==> config.mk <==
export PLATFORM = sky130hd
export DESIGN_NAME = pc_gen
export DESIGN_NICKNAME = d
export VERILOG_FILES = /design/src/rtl/pc_gen_pkg.sv /design/src/rtl/pc_redirect_buf.sv /design/src/rtl/pc_gen.sv
export SDC_FILE = /design/constraint.sdc
export NUM_CORES = 1
export LEC_CHECK = 0
export CAP_MARGIN = 10
export CORE_MARGIN = 2
export CORE_UTILIZATION = 49
export CTS_CLUSTER_SIZE = 40
export DETAILED_ROUTE_END_ITERATION = 6
export PLACE_DENSITY_LB_ADDON = 0.12
export SLEW_MARGIN = 20
export SYNTH_ARGS = -nofsm -noshare
export SYNTH_HDL_FRONTEND = slang
export SYNTH_SLANG_ARGS = --single-unit
export TNS_END_PERCENT = 50
==> constraint.sdc <==
create_clock -name clk -period 2.43 [get_ports clk]
set_input_delay 0.486 -clock clk [delete_from_list [all_inputs] [get_ports clk]]
set_output_delay 0.486 -clock clk [all_outputs]
set_load 0.005 [all_outputs]
==> src/rtl/pc_gen_pkg.sv <==
// Shared defaults and state encoding for the fetch-stage PC generator.
// No logic; constants and types only.
// Imported by pc_gen and pc_redirect_buf.
package pc_gen_pkg;

  localparam int          XLEN_DEF       = 32;
  localparam logic [31:0] RESET_ADDR_DEF = 32'h0000_0000;
  localparam int          STEP_DEF       = 4;

  typedef enum logic [1:0] {
    ST_BOOT = 2'd0,
    ST_RUN  = 2'd1,
    ST_HALT = 2'd2
  } pc_state_e;

endpackage

==> src/rtl/pc_redirect_buf.sv <==
// Redirect target alignment, trap-over-jump select and the pending-redirect register.
// Pending register and misalign flag update one edge after capture.
// Latches a redirect only while the fetch request is stalled; cleared on transfer.
module pc_redirect_buf
  import pc_gen_pkg::*;
#(
  parameter int XLEN = XLEN_DEF,
  parameter int STEP = STEP_DEF
) (
  input  logic            clk,
  input  logic            rstn,
  input  logic            i_trap_en,
  input  logic [XLEN-1:0] i_trap_addr,
  input  logic            i_jump_en,
  input  logic [XLEN-1:0] i_jump_addr,
  input  logic            i_load,      // target is consumed directly into pc this edge
  input  logic            i_stall,     // request outstanding and not accepted
  input  logic            i_clear,     // request transferred: pending is used or superseded
  output logic [XLEN-1:0] o_tgt_addr,
  output logic            o_pend_valid,
  output logic [XLEN-1:0] o_pend_addr,
  output logic            o_misalign
);

  localparam int SHIFT = $clog2(STEP);

  logic [XLEN-1:0] w_raw;
  logic            w_redir;
  logic            w_odd;
  logic            w_take_pend;
  logic            w_capture;

  logic            r_pend_valid;
  logic            r_pend_trap;
  logic [XLEN-1:0] r_pend_addr;
  logic            r_misalign;

  assign w_raw      = i_trap_en ? i_trap_addr : i_jump_addr;
  assign w_redir    = i_trap_en || i_jump_en;
  assign w_odd      = |w_raw[SHIFT-1:0];
  assign o_tgt_addr = {w_raw[XLEN-1:SHIFT], {SHIFT{1'b0}}};

  // A held trap may only be replaced by another trap; a held jump by anything.
  assign w_take_pend = i_stall && w_redir &&
                       (i_trap_en || !r_pend_valid || !r_pend_trap);
  assign w_capture   = w_redir && (i_load || w_take_pend);

  // Pending register update and one-cycle misalign pulse on every captured target.
  always_ff @(posedge clk or negedge rstn) begin
    if (!rstn) begin
      r_pend_valid <= 1'b0;
      r_pend_trap  <= 1'b0;
      r_pend_addr  <= '0;
      r_misalign   <= 1'b0;
    end else begin
      r_misalign <= w_capture && w_odd;
      if (i_clear) begin
        r_pend_valid <= 1'b0;
        r_pend_trap  <= 1'b0;
      end else if (w_take_pend) begin
        r_pend_valid <= 1'b1;
        r_pend_trap  <= i_trap_en;
        r_pend_addr  <= o_tgt_addr;
      end
    end
  end

  assign o_pend_valid = r_pend_valid;
  assign o_pend_addr  = r_pend_addr;
  assign o_misalign   = r_misalign;

endmodule

==> src/rtl/pc_gen.sv <==
// Fetch-stage program-counter generator with redirect priority, debug halt and misalign flag.
// First request valid two cycles after reset release; next pc one edge after each transfer.
// pc/fetch_valid hold while fetch_ready is low; redirects arriving then are held pending.
module pc_gen
  import pc_gen_pkg::*;
#(
  parameter int              XLEN       = XLEN_DEF,
  parameter logic [XLEN-1:0] RESET_ADDR = XLEN'(RESET_ADDR_DEF),
  parameter int              STEP       = STEP_DEF
) (
  input  logic            clk,
  input  logic            rstn,
  input  logic            jump_en,
  input  logic [XLEN-1:0] jump_addr,
  input  logic            trap_en,
  input  logic [XLEN-1:0] trap_addr,
  input  logic            halt_req,
  input  logic            resume_req,
  input  logic            fetch_ready,
  output logic            fetch_valid,
  output logic [XLEN-1:0] pc,
  output logic            halted,
  output logic            misalign_err
);

  pc_state_e       r_state;
  logic [XLEN-1:0] r_pc;
  logic            r_valid;
  logic            r_halted;

  logic            w_in_run;
  logic            w_xfer;
  logic            w_redir;
  logic            w_load;
  logic            w_stall;
  logic [XLEN-1:0] w_tgt;
  logic            w_pend_valid;
  logic [XLEN-1:0] w_pend_addr;
  logic [XLEN-1:0] w_next_pc;
  logic            w_misalign;

  assign w_in_run = (r_state == ST_RUN);
  assign w_xfer   = r_valid && fetch_ready;
  assign w_redir  = trap_en || jump_en;
  // Outside RUN nothing is outstanding, so a redirect goes straight into pc.
  assign w_load   = w_xfer || !w_in_run;
  assign w_stall  = w_in_run && !fetch_ready;

  pc_redirect_buf #(
    .XLEN (XLEN),
    .STEP (STEP)
  ) u_redirect_buf (
    .clk          (clk),
    .rstn         (rstn),
    .i_trap_en    (trap_en),
    .i_trap_addr  (trap_addr),
    .i_jump_en    (jump_en),
    .i_jump_addr  (jump_addr),
    .i_load       (w_load),
    .i_stall      (w_stall),
    .i_clear      (w_xfer),
    .o_tgt_addr   (w_tgt),
    .o_pend_valid (w_pend_valid),
    .o_pend_addr  (w_pend_addr),
    .o_misalign   (w_misalign)
  );

  // Next fetch address on transfer: live redirect, then pending, then sequential.
  always_comb begin
    w_next_pc = r_pc + XLEN'(STEP);
    if (w_redir) begin
      w_next_pc = w_tgt;
    end else if (w_pend_valid) begin
      w_next_pc = w_pend_addr;
    end
  end

  // BOOT/RUN/HALT sequencing with registered pc, valid and halted.
  always_ff @(posedge clk or negedge rstn) begin
    if (!rstn) begin
      r_state  <= ST_BOOT;
      r_pc     <= RESET_ADDR;
      r_valid  <= 1'b0;
      r_halted <= 1'b0;
    end else begin
      unique case (r_state)
        ST_BOOT: begin
          r_state <= ST_RUN;
          r_valid <= 1'b1;
          if (w_redir) r_pc <= w_tgt;
        end
        ST_RUN: begin
          if (w_xfer) begin
            r_pc <= w_next_pc;
            if (halt_req) begin
              r_state  <= ST_HALT;
              r_valid  <= 1'b0;
              r_halted <= 1'b1;
            end
          end
        end
        ST_HALT: begin
          if (w_redir) r_pc <= w_tgt;
          if (resume_req && !halt_req) begin
            r_state  <= ST_RUN;
            r_valid  <= 1'b1;
            r_halted <= 1'b0;
          end
        end
        default: begin
          r_state  <= ST_BOOT;
          r_valid  <= 1'b0;
          r_halted <= 1'b0;
        end
      endcase
    end
  end

  assign fetch_valid  = r_valid;
  assign pc           = r_pc;
  assign halted       = r_halted;
  assign misalign_err = w_misalign;

endmodule

==> impl_metrics.env <==
export IMPL_cp_slowest_cell="nor4_1"
export IMPL_wl_per_cell_um=17.1
export IMPL_p_seq_share_pct=37.4
export IMPL_critPathBufInv=1
export IMPL_fillers=697
export IMPL_hold_class="input port to asynchronous set/reset pin"
export IMPL_viasPerCell=5.97
export IMPL_layout_nets=654
export IMPL_clkSinkCount=67
export IMPL_drc_errors=0
export IMPL_slowest_delay_ns=0.47
export IMPL_synth_avg_cell_area_sq_um=8.56
export IMPL_hpwl_mm=8.56
export IMPL_cp_max_fo=8
export IMPL_finalWorstSetupSlack_ns=0.209
export IMPL_worst_slew_pin_slew_ns=0.609
export IMPL_maxSlewHeadroom_pct=59.0
export IMPL_path_clk_slew_ns=0.07
export IMPL_cts_path_max_buffers=2
export IMPL_dieArea_sq_mm=0.00897
export IMPL_htreeDepth=3
export IMPL_holdWs_ns=0.130
export IMPL_gp_congestion=0.875
export IMPL_grt_pass1_wl_mm=19.3
export IMPL_p_int_w=0.00362
export IMPL_swShare_pct=40.1
export IMPL_clk_latency_ns=0.36
export IMPL_grtUsageTotal_pct=27.7
export IMPL_async_flop_share_pct=100
export IMPL_required_ns=2.67
export IMPL_synthCells=471
export IMPL_cts_made_buffers=9
export IMPL_power_density_mw_per_mm2=1090
export IMPL_status="finished clean"
export IMPL_clock_skew_final_ns=0.00587
export IMPL_finalSetupViolCount=0
export IMPL_pwr_share_clk_pct=16.6
export IMPL_max_freq_mhz=450
export IMPL_layout_drive_gt1_share_pct=11.1
export IMPL_place_area_sq_mm=0.00533
export IMPL_regArea_sq_mm=0.00168
export IMPL_final_period_utilization_pct=91.4
export IMPL_cts_tree="yes"
export IMPL_antenna_found_initial=0
export IMPL_synth_edf_count=0
export IMPL_postCtsSetupBuffers=0
export IMPL_grt_setup_unrepaired="false"
export IMPL_vias=4132
export IMPL_synth_cell_types=62
export IMPL_netlist_area_sq_mm=0.00403
export IMPL_arrival_ns=2.47
export IMPL_p_leak_nw=2.31
export IMPL_rows=33
export IMPL_cts_resized=0
export IMPL_synthFlopType="dfrtp_1"
export IMPL_ys_ff_latch=67
export IMPL_ys_seq_area_share_pct=41.6
export IMPL_path_class="flip-flop to flip-flop"
export IMPL_cts_root_buf="clkbuf_8"
export IMPL_grt_remaining_overflow=0
export IMPL_drv_cap=0
export IMPL_grt_pass1_vias=3851
export IMPL_coreArea_sq_mm=0.00809
export IMPL_grt_max_degree=41
export IMPL_ios=106
export IMPL_pre_cts_ws_ns=-0.00120
export IMPL_power_switching_w=0.00242
export IMPL_wirelength_mm=11.8
export IMPL_share_comb_of_total_power_pct=45.9
export IMPL_vdd_drop_max_mv=0.527
export IMPL_die_w_um=94.7
export IMPL_area_delta_synth_final_pct=37.6
export IMPL_start_util_pct=49.8
export IMPL_yosys_warnings=0
export IMPL_path_cells="ha_1, nand4_1, buf_4, nor4_1, xnor2_1, o21ai_1, a221o_1"
export IMPL_ant_nets=0
export IMPL_startpoint_type="flip-flop"
export IMPL_ctsHoldBuffers=0
export IMPL_drt_first_pass_iters=5
export IMPL_crit_family="simple AND/OR/NAND/NOR gates"
export IMPL_portBuffers=103
export IMPL_fin_area_sq_mm=0.00555
export IMPL_dieHeight_um=94.7
export IMPL_layout_min_cycle_time_ns=2.22
export IMPL_finalHoldViolCount=0
export IMPL_end_kind="flip-flop"
export IMPL_drv_slew=0
export IMPL_multi_input_area_sq_mm=0.00219
export IMPL_n_antenna_cell=0
export IMPL_drtIter0Drc=292
## cell usage in the layout (no fill, tap or decap), drive strengths merged, types with 9 or more instances in the layout
cell type / count
a21oi: 36
buf: 33
clkbuf: 12
clkdlybuf4s50: 101
dfrtp: 67
inv: 9
mux2i: 28
nand2: 57
nand3: 23
nand4: 10
nor2: 27
nor3: 13
o21ai: 70
## cells by family (layout without fill, tap and decap cells)
group           count (synthesis)  after routing  share of synthesized area, %
xor+xnor                        5              5                          1.09
fa+ha+maj                       1              1                         0.310
simple gates                  162            162                          20.6
compound gates                156            156                          22.9
mux                            35             35                          8.91
other cells                     1              2                        0.0930
buf+inv                        44            159                          4.50
flops                          67             67                          41.6
## worst paths after layout
path                            slack [ns]  cells after the start                                       from                                          to
min in group clk                      0.49                      2  u_redirect_buf.o_pend_addr[4]$_DFFE_PN0P_   u_redirect_buf.o_pend_addr[4]$_DFFE_PN0P_
worst min-delay path                  0.13                      1                                       rstn                          pc[26]$_DFFE_PN0P_
worst min register to register        0.49                      2  u_redirect_buf.o_pend_addr[4]$_DFFE_PN0P_   u_redirect_buf.o_pend_addr[4]$_DFFE_PN0P_
max in group asynchronous             1.68                      2                                       rstn  u_redirect_buf.o_pend_addr[18]$_DFFE_PN0P_
worst max-delay path                  0.21                      7                          pc[3]$_DFFE_PN0P_                          pc[18]$_DFFE_PN0P_
worst max register to register        0.21                      7                          pc[3]$_DFFE_PN0P_                          pc[18]$_DFFE_PN0P_
## per-layer routing
metal | global-route usage, % | wire [um]
met1 | 38.5 | 5210
met2 | 43.6 | 5560
met3 | 6.46 | 897
met4 | 7.13 | 152
met5 | 0 | 0
## metrics by stage
step	util, %	std cells	total power, W	setup TNS, ns
after floorplan	-	472	0.00363	0
after global placement	65.9	676	0.00489	0
after detailed placement	65.9	676	0.00500	-0.00120
after CTS	68.5	692	0.00602	0
after global routing	68.5	692	0.00646	0
final	68.5	692	0.00604	0
## power by group through the flow
stage                     clock network (W)  logic (W)  registers (W)
after CTS                           0.00101    0.00277        0.00224
after global placement                    0    0.00266        0.00223
after global routing                0.00106    0.00307        0.00233
after floorplan                           0    0.00152        0.00211
after detailed placement                  0    0.00275        0.00226
final                               0.00100    0.00277        0.00226
## cell type report
type | count | share of cell area, %
repair buffers | 134 | 23.5
well taps | 105 | 2.37
inverters | 9 | 0.609
clock inverters | 4 | 0.857
multi-input cells | 361 | 39.4
flip-flops and latches | 67 | 30.2
clock buffers | 12 | 2.98
## worst reg2reg max path: cells and delay by family, from the launching register on
kind	cells	cell delay, ns
AO/OA/AOI/OAI	2	0.42
XOR/XNOR	1	0.21
adder cells (fa/ha/maj)	1	0.26
buffers and inverters	1	0.19
flip-flops	1	0.45
AND/OR/NAND/NOR	2	0.58
## cells in the mapped netlist, drive strengths merged (9+ instances only)
master | n | area (sq um)
nand3 | 23 | 115
o21ai | 70 | 350
clkbuf | 25 | 93.8
buf | 10 | 53.8
mux2i | 28 | 280
a21oi | 36 | 180
inv | 9 | 33.8
dfrtp | 67 | 1680
nand2 | 57 | 214
nor3 | 13 | 70.1
nand4 | 10 | 83.8
nor2 | 27 | 101
## sequential cells by signal (all words and copies together), names as in the netlist
| signal | count |
|---|---|
| u_redirect_buf.r_pend_trap | 1 |
| u_redirect_buf.o_pend_valid | 1 |
| u_redirect_buf.o_misalign | 1 |
| pc | 30 |
| r_state | 2 |
| u_redirect_buf.o_pend_addr | 30 |
| halted | 1 |
| fetch_valid | 1 |
(Power assumes the default switching activity.)
